### config.mk
export PLATFORM = sky130hd
export DESIGN_NAME = stage2_accum_mc
export DESIGN_NICKNAME = d
export VERILOG_FILES = /design/src/rtl/stage2_accum_mc.sv
export SDC_FILE = /design/constraint.sdc
export NUM_CORES = 1
export LEC_CHECK = 0
export CELL_PAD_IN_SITES_DETAIL_PLACEMENT = 2
export CELL_PAD_IN_SITES_GLOBAL_PLACEMENT = 2
export CORE_UTILIZATION = 40
export DETAILED_ROUTE_END_ITERATION = 8
export GPL_TIMING_DRIVEN = 0
export HOLD_SLACK_MARGIN = 0.1
export PLACE_DENSITY = 0.85
export RECOVER_POWER = 50
export SLEW_MARGIN = 25
export SYNTH_ARGS = -nofsm -noshare
export SYNTH_HDL_FRONTEND = slang
export SYNTH_SLANG_ARGS = --single-unit
### constraint.sdc
create_clock -name SYS_CLK -period 3.6 [get_ports SYS_CLK]
set_input_delay 0.72 -clock SYS_CLK [delete_from_list [all_inputs] [get_ports SYS_CLK]]
set_output_delay 0.72 -clock SYS_CLK [all_outputs]
set_load 0.02 [all_outputs]
### src/rtl/stage2_accum_mc.sv
// stage2_accum_mc: stage-2 integrator of the trapezoidal filter, multi-channel.
//
// Accumulates the signed delta stream from stage 1 for NCH time-interleaved
// channels, one ACC_W-bit accumulator per channel. Each accepted sample
// produces a one-cycle DOUT_VALID pulse on the following edge, carrying
// acc_new >>> SHIFT and the channel tag. Overflow is flagged per channel.
//
// Optional build macro: ACC_SAT_EN
//   defined   : accumulator and output saturate instead of wrapping
//   undefined : accumulator wraps; DATAOUT = acc_new[SHIFT+DOUT_W-1:SHIFT]
//
// Ports
//   SYS_CLK    in   1       clock, rising edge
//   RESET_N    in   1       asynchronous active-low reset
//   CLR        in   1       synchronous clear of all accumulators and OVF
//   DIN_VALID  in   1       DATAIN/DIN_CH valid this cycle
//   DIN_CH     in   CH_W    channel index of DATAIN
//   DATAIN     in   DIN_W   signed delta sample
//   DOUT_VALID out  1       one-cycle pulse per accepted sample
//   DOUT_CH    out  CH_W    channel of DATAOUT
//   DATAOUT    out  DOUT_W  signed scaled accumulator
//   OVF        out  NCH     sticky per-channel overflow flags
module stage2_accum_mc #(
   parameter int DIN_W  = 32,
   parameter int ACC_W  = 40,
   parameter int DOUT_W = 22,
   parameter int SHIFT  = 10,
   parameter int NCH    = 4,
   localparam int CH_W  = (NCH > 1) ? $clog2(NCH) : 1
) (
   input  logic                     SYS_CLK,
   input  logic                     RESET_N,
   input  logic                     CLR,
   input  logic                     DIN_VALID,
   input  logic [CH_W-1:0]          DIN_CH,
   input  logic signed [DIN_W-1:0]  DATAIN,
   output logic                     DOUT_VALID,
   output logic [CH_W-1:0]          DOUT_CH,
   output logic signed [DOUT_W-1:0] DATAOUT,
   output logic [NCH-1:0]           OVF
);
   localparam int SE = ACC_W + 1 - DIN_W;

   logic signed [ACC_W-1:0]  acc [NCH];
   logic                     ch_ok;
   logic                     accept;
   logic [CH_W-1:0]          ch_idx;
   logic [ACC_W:0]           sum;
   logic                     ovf_now;
   logic signed [ACC_W-1:0]  acc_new;
   logic signed [DOUT_W-1:0] dout_next;

   // Channel indices beyond NCH only exist when NCH is not a power of two.
   generate
      if (NCH == (1 << CH_W)) begin : g_pow2
         assign ch_ok = 1'b1;
      end else begin : g_npow2
         assign ch_ok = (32'(DIN_CH) < NCH);
      end
   endgenerate

   assign accept = DIN_VALID && !CLR && ch_ok;
   assign ch_idx = ch_ok ? DIN_CH : '0;

   // One extra bit of headroom: overflow shows as the top two bits disagreeing.
   assign sum     = {acc[ch_idx][ACC_W-1], acc[ch_idx]} + {{SE{DATAIN[DIN_W-1]}}, DATAIN};
   assign ovf_now = sum[ACC_W] ^ sum[ACC_W-1];

`ifdef ACC_SAT_EN
   logic signed [ACC_W-1:0]  shifted;
   logic [ACC_W-DOUT_W:0]    hi;
   logic                     fits;

   always_comb begin
      acc_new   = ovf_now ? (sum[ACC_W] ? {1'b1, {(ACC_W-1){1'b0}}} : {1'b0, {(ACC_W-1){1'b1}}})
                          : sum[ACC_W-1:0];
      shifted   = acc_new >>> SHIFT;
      hi        = shifted[ACC_W-1:DOUT_W-1];
      fits      = (&hi) | ~(|hi);
      dout_next = fits ? shifted[DOUT_W-1:0]
                       : (shifted[ACC_W-1] ? {1'b1, {(DOUT_W-1){1'b0}}} : {1'b0, {(DOUT_W-1){1'b1}}});
   end
`else
   // Arithmetic shift then truncate is just a bit slice of the accumulator.
   always_comb begin
      acc_new   = sum[ACC_W-1:0];
      dout_next = acc_new[SHIFT+DOUT_W-1:SHIFT];
   end
`endif

   always_ff @(posedge SYS_CLK or negedge RESET_N) begin
      if (!RESET_N) begin
         for (int i = 0; i < NCH; i++) acc[i] <= '0;
         OVF        <= '0;
         DOUT_VALID <= 1'b0;
         DOUT_CH    <= '0;
         DATAOUT    <= '0;
      end else if (CLR) begin
         for (int i = 0; i < NCH; i++) acc[i] <= '0;
         OVF        <= '0;
         DOUT_VALID <= 1'b0;
      end else begin
         DOUT_VALID <= accept;
         if (accept) begin
            acc[ch_idx] <= acc_new;
            DOUT_CH     <= ch_idx;
            DATAOUT     <= dout_next;
            if (ovf_now) OVF[ch_idx] <= 1'b1;
         end
      end
   end
endmodule
# == Word level (Yosys, flattened, before mapping) ==
# Index checks and enable logic that the tools add are counted.
# op_classes
n_mul,0
n_eq_ne,0
n_reduce_logical,8
div,0
mux,14
order_cmp,4
bitwise_logic,4
n_shift,0
add_sub_neg,1
# ops
operator,n
$mux 160,2
$bwmux 160,1
$mux 40,3
$bmux 40 s2,1
$demux 40 s2,1
$add 40x32->41,1
$mux 4,3
$or 4x4->4,1
$reduce_and 2->1,2
$reduce_bool 2->1,2
$ge 3x3->1 const B,1
$logic_and 1x1->1,3
$lt 2x3->1 const B,1
$lt 3x1->1 const B,1
$not 2->3,1
$demux 1 s2,1
$ge 2x1->1 const B,1
$mux 1,2
$logic_not 1->1,1
$not 1->1,1
$xor 1x1->1,1
# word_totals
wordCells,39
out_inout_bits,29
ram_bits,0
regBits,189
input_bits,38
latch_bits,0
mem_count,0
mem_bits_ro,0

# == Longest topological paths before layout ==
# logic_depth
depth_word,9
depth_mapped,14
depth_no_buf,12

# == Worst setup path after synthesis ==
# OpenSTA, ideal clock, no wires.
# synth_path
path_kind,input to register
from,input DIN_CH[0]
to,register acc[119] in the netlist's numbering
path_slack_ns,-0.706
stages,13
t_required_ns,3.478
setup_time_ns,0.122
arrival_ns,4.184
path_buffers,3
cell_sequence,buf_1 -> buf_1 -> mux4_2 -> ha_1 -> buf_6 -> a21o_1 -> o21bai_1 -> or3_1 -> nor2_1 -> o221a_1 -> o21ai_2 -> or3_1 -> a32o_1
# synth_via
elab_chain_cells,8
word_cells_on_any_way,13
cone_classes,add/sub (1); order compare (2); mux (8); bitwise (1); reduce/logical (1)
# synth_lines
item,line_no,text
from (decl),35,"input logic [CH_W-1:0] DIN_CH,"
$not 2->3 (not written as such) *,"66, 105",
"$bmux 40 s2, or another cell as far along",66,"assign sum = {acc[ch_idx][ACC_W-1], acc[ch_idx]} + {{SE{DATAIN[DIN_W-1]}}, DATAIN};"
$mux 40 (not written as such) / $logic_and 1x1->1 (equally long branches),"66, 105",
$mux 40 (on tied branches),"66, 105",
$add 40x32->41 / $demux 40 s2 (equally long branches),"66, 105",
$bwmux 160 *,105,acc[ch_idx] <= acc_new;
$mux 160 *,104,if (accept) begin
$mux 160 *,98,end else if (CLR) begin
"to (signal, indexed assignment)",105,
to (decl),44,logic signed [ACC_W-1:0] acc [NCH];
# Every way passes the cells marked *; elsewhere a longest branch is shown, timed or not. The select of a mux whose other input is x is not followed.
# A chain may end at the register's enable or synchronous reset.

# == Worst setup path after layout ==
# layout_path
from,input DIN_CH[0]
to,register acc[75] in the netlist's numbering
# Same word-level chain as after synthesis.

==> metrics.txt <==
outcome=complete, but fails checks; violations in the final reports=capacitance limit, slew limit, setup timing; pin count of the biggest net entering global routing=90; number of cell instances on the worst register-to-register path=12; GP Congestion=roughly 0.86; fraction of layout instances using a drive strength above 1=0.256; chip width=between 150 and 200 um; area of the die=26300 um^2; initial antenna violation count=1; net load switching power=roughly 2.1 mW; total chip power=between 5 and 6 mW; Finished Layout Cells=roughly 1.4k; number of distinct library cell variants in the gate-level netlist after synthesis=70; headroom to the max-slew limit=-0.335; final clock period utilization by the worst path=1.07; worst IR drop on VDD=between 0.3 and 0.4 mV; worst hold slack across all endpoints=between 400 and 500 ps; area added between synthesis and finish=30.4%; hold violation total from the final report=0; placed insts=roughly 1.3k; class of the tightest hold or removal check=flip-flop to flip-flop; first-pass GRT wire length=a little under 70000 um; flop and latch count out of synthesis=189; later-pin clock latency in the skew report=between 400 and 500 ps; number of synthesis warnings=0; capturing element of the worst setup path=acc[75]; routed len/inst=about 37 um; Post-Route WL=roughly 52000 um; Most used DFF post-synth=sky130_fd_sc_hd__dfrtp_1; crit path DAT=between 4000 and 5000 ps; Slew @ Worst Pin=roughly 2000 ps; Synth top cells by count=sky130_fd_sc_hd__dfrtp_1, sky130_fd_sc_hd__a22o_1, sky130_fd_sc_hd__nand2_1; Power Dens Cells=about 440 nW/um^2; ANT cells=0; clk_skew=~22 ps; clock sinks=approximately 190; most frequently used cell type in the post-synthesis netlist=sky130_fd_sc_hd__dfrtp_1; power share of the clock group=0.346; syn nets=~980; kind of critical path=primary input to flip-flop; required time at the endpoint of the critical path=around 4000 ps; syn avg cell area=~11 um^2; drt first-iter violations=between 1k and 1.5k; clk root buf=sky130_fd_sc_hd__clkbuf_16; pins over their slew limit=35; Post-synth ARST share=1.00; Critical Path Source=DIN_CH[0]; number of top-level design ports=67; number of buffers inserted during clock tree synthesis=17; core area=approximately 25000 um^2; largest driver fanout on the critical path=9; quantity of I/O buffers inserted on ports=65; crit path setup slack, layout=-259 ps; nets=1130; internal power=roughly 3.8 mW; post-synth top area cell=sky130_fd_sc_hd__dfrtp_1; top area cells in the synthesized netlist=sky130_fd_sc_hd__dfrtp_1, sky130_fd_sc_hd__a22o_1, sky130_fd_sc_hd__mux4_2; Combinational Power Share=0.254; proportion of netlist area held by the largest area contributor=0.460; chip height=162 um; number of enable-type register cells in the synthesized netlist=0; kind of launch point of the worst setup path=primary input; Setup violations, final=57; H-tree lvl count=4; vias in the first global route=10.4k; DRC viols=0; reg2reg start=acc[50]; switching power as a share of total power=0.352; leakage power of the design=5.91 nW; setup repair after global routing missed its margin=yes; post-route minimum period=slightly below 4000 ps; worst slack, placed=-1550 ps; gr usage total=0.356; Max Freq=259 MHz; number of max-cap violations=1; worst reg2reg endpoint=acc[153]; overflow left after global routing=0; routed via count divided by cell count=6.96; clock tree from TritonCTS=built; half-perimeter wire length after detailed placement=~25000 um; Setup Total Neg Slack=-5660 ps; number of routed nets with antenna violations=0; sequential area share after synthesis=0.460; number of core rows=58; crit path capture type=flip-flop; worst-case clock buffer depth=2; mapped cell area=~10000 um^2; DR vias=just under 10k; cells after synthesis=904; number of search-and-repair iterations in the first detailed-routing pass=4; clock input transition at the sequential cells of the worst setup and hold paths=80 ps; starting density of the core=0.408; sequential fraction of design power=0.400; Reg2Reg Setup Slack=20 ps
[flip-flops by register name, indices dropped and copies added, names as in the netlist]
signal	flops
DOUT_CH	2
OVF	4
DATAOUT	22
acc	160
DOUT_VALID	1
[cells by family after synthesis]
family                     synth area share
DFF                                   0.460
buffers and inverters                0.0323
adders and majority gates            0.0507
AOI/OAI and AO/OA                     0.245
xor gates and xnor gates             0.0281
and+or+nand+nor                      0.0893
muxes                                0.0943
[cell usage in the layout (no fill, tap or decap), types with 5 or more instances in the layout]
cell type and n:
sky130_fd_sc_hd__clkdlybuf4s50_1 53, sky130_fd_sc_hd__nand2_1 84, sky130_fd_sc_hd__mux2_2 6, sky130_fd_sc_hd__ha_1 14
sky130_fd_sc_hd__dfrtp_1 189, sky130_fd_sc_hd__o211ai_1 5, sky130_fd_sc_hd__buf_6 7, sky130_fd_sc_hd__dlygate4sd3_1 9
sky130_fd_sc_hd__buf_4 63, sky130_fd_sc_hd__ha_2 9, sky130_fd_sc_hd__a21oi_1 39, sky130_fd_sc_hd__ha_4 17
sky130_fd_sc_hd__buf_12 7, sky130_fd_sc_hd__nor2_1 38, sky130_fd_sc_hd__xnor2_1 13, sky130_fd_sc_hd__o21a_1 7
sky130_fd_sc_hd__clkinvlp_4 7, sky130_fd_sc_hd__nand4_1 10, sky130_fd_sc_hd__o21ai_0 29, sky130_fd_sc_hd__a21oi_4 5
sky130_fd_sc_hd__a32o_1 9, sky130_fd_sc_hd__clkbuf_1 39, sky130_fd_sc_hd__xnor2_2 8, sky130_fd_sc_hd__xor2_1 8
sky130_fd_sc_hd__inv_1 18, sky130_fd_sc_hd__a31oi_1 6, sky130_fd_sc_hd__mux4_2 40, sky130_fd_sc_hd__o21ai_1 6
sky130_fd_sc_hd__a22o_1 131, sky130_fd_sc_hd__nand3_1 11, sky130_fd_sc_hd__a21oi_2 6, sky130_fd_sc_hd__nand2b_1 9
sky130_fd_sc_hd__a21o_1 18, sky130_fd_sc_hd__clkbuf_16 21
[layer usage]
layer | vias to the layer above | share of wire | global-route usage
li1 | 3754 | - | -
met2 | 602 | 0.48 | 0.593
met4 | 2 | 0.066 | 0.189
met3 | 244 | 0.067 | 0.0608
met5 | - | 0.00025 | 0
met1 | 5095 | 0.38 | 0.441
[worst min path at each step]
stage	depth (start not counted)	slack, ps	to	startpoint
floorplan	0	420	DATAOUT[0]	RESET_N
global placement	2	460	DATAOUT[8]	DATAOUT[8]
detailed placement	2	470	DATAOUT[12]	DATAOUT[12]
CTS	1	130	acc[132]	RESET_N
global route	2	510	DATAOUT[14]	DATAOUT[14]
finish	2	480	DATAOUT[8]	DATAOUT[8]
[cell type report]
cell class / count / area, um^2
buffer: 49 / 343
clock buffer: 19 / 433
clock inverter: 13 / 134
fill: 2375 / 11800
inverter: 19 / 71.3
multi-input combinational: 634 / 5890
sequential: 189 / 4730
tap: 330 / 413
timing repair buffer: 141 / 1380
[power groups by stage]
| stage | Sequential (mW) | Combinational, mW | Clock, mW |
|---|---|---|---|
| floorplan | 2.42 | 0.609 | 0 |
| global route | 2.37 | 1.54 | 2.08 |
| detailed placement | 2.38 | 1.13 | 0 |
| CTS | 2.34 | 1.29 | 1.93 |
| finish | 2.36 | 1.49 | 2.04 |
| global placement | 2.37 | 1.08 | 0 |
[worst max-delay path, cell delays in order]
cell	delay, ps
sky130_fd_sc_hd__buf_16	120
sky130_fd_sc_hd__buf_8	110
sky130_fd_sc_hd__buf_12	130
sky130_fd_sc_hd__buf_8	140
sky130_fd_sc_hd__mux4_2	550
sky130_fd_sc_hd__ha_4	370
sky130_fd_sc_hd__nand4_1	430
sky130_fd_sc_hd__nor3_4	480
sky130_fd_sc_hd__buf_6	170
sky130_fd_sc_hd__a311oi_4	170
sky130_fd_sc_hd__o31ai_4	320
sky130_fd_sc_hd__xor2_1	110
sky130_fd_sc_hd__buf_4	170
sky130_fd_sc_hd__a22o_1	200
[stage by stage]
step	util	cell area, um^2
4_1_cts	0.516	13000
5_1_grt	0.532	13400
6_report	0.532	13400
3_3_place_gp	0.457	11500
2_1_floorplan	-	10400
3_5_place_dp	0.459	11600
[repair_timing]
action | in CTS | in global routing
hold buffers | 0 | 0
setup buffers | 41 | 28
gates resized for setup | 108 | 50
endpoints found under the setup margin | 162 | 125
gates cloned | 3 | 3
pin swaps | 33 | 30
Note: power is estimated with default switching activity, not from simulation.
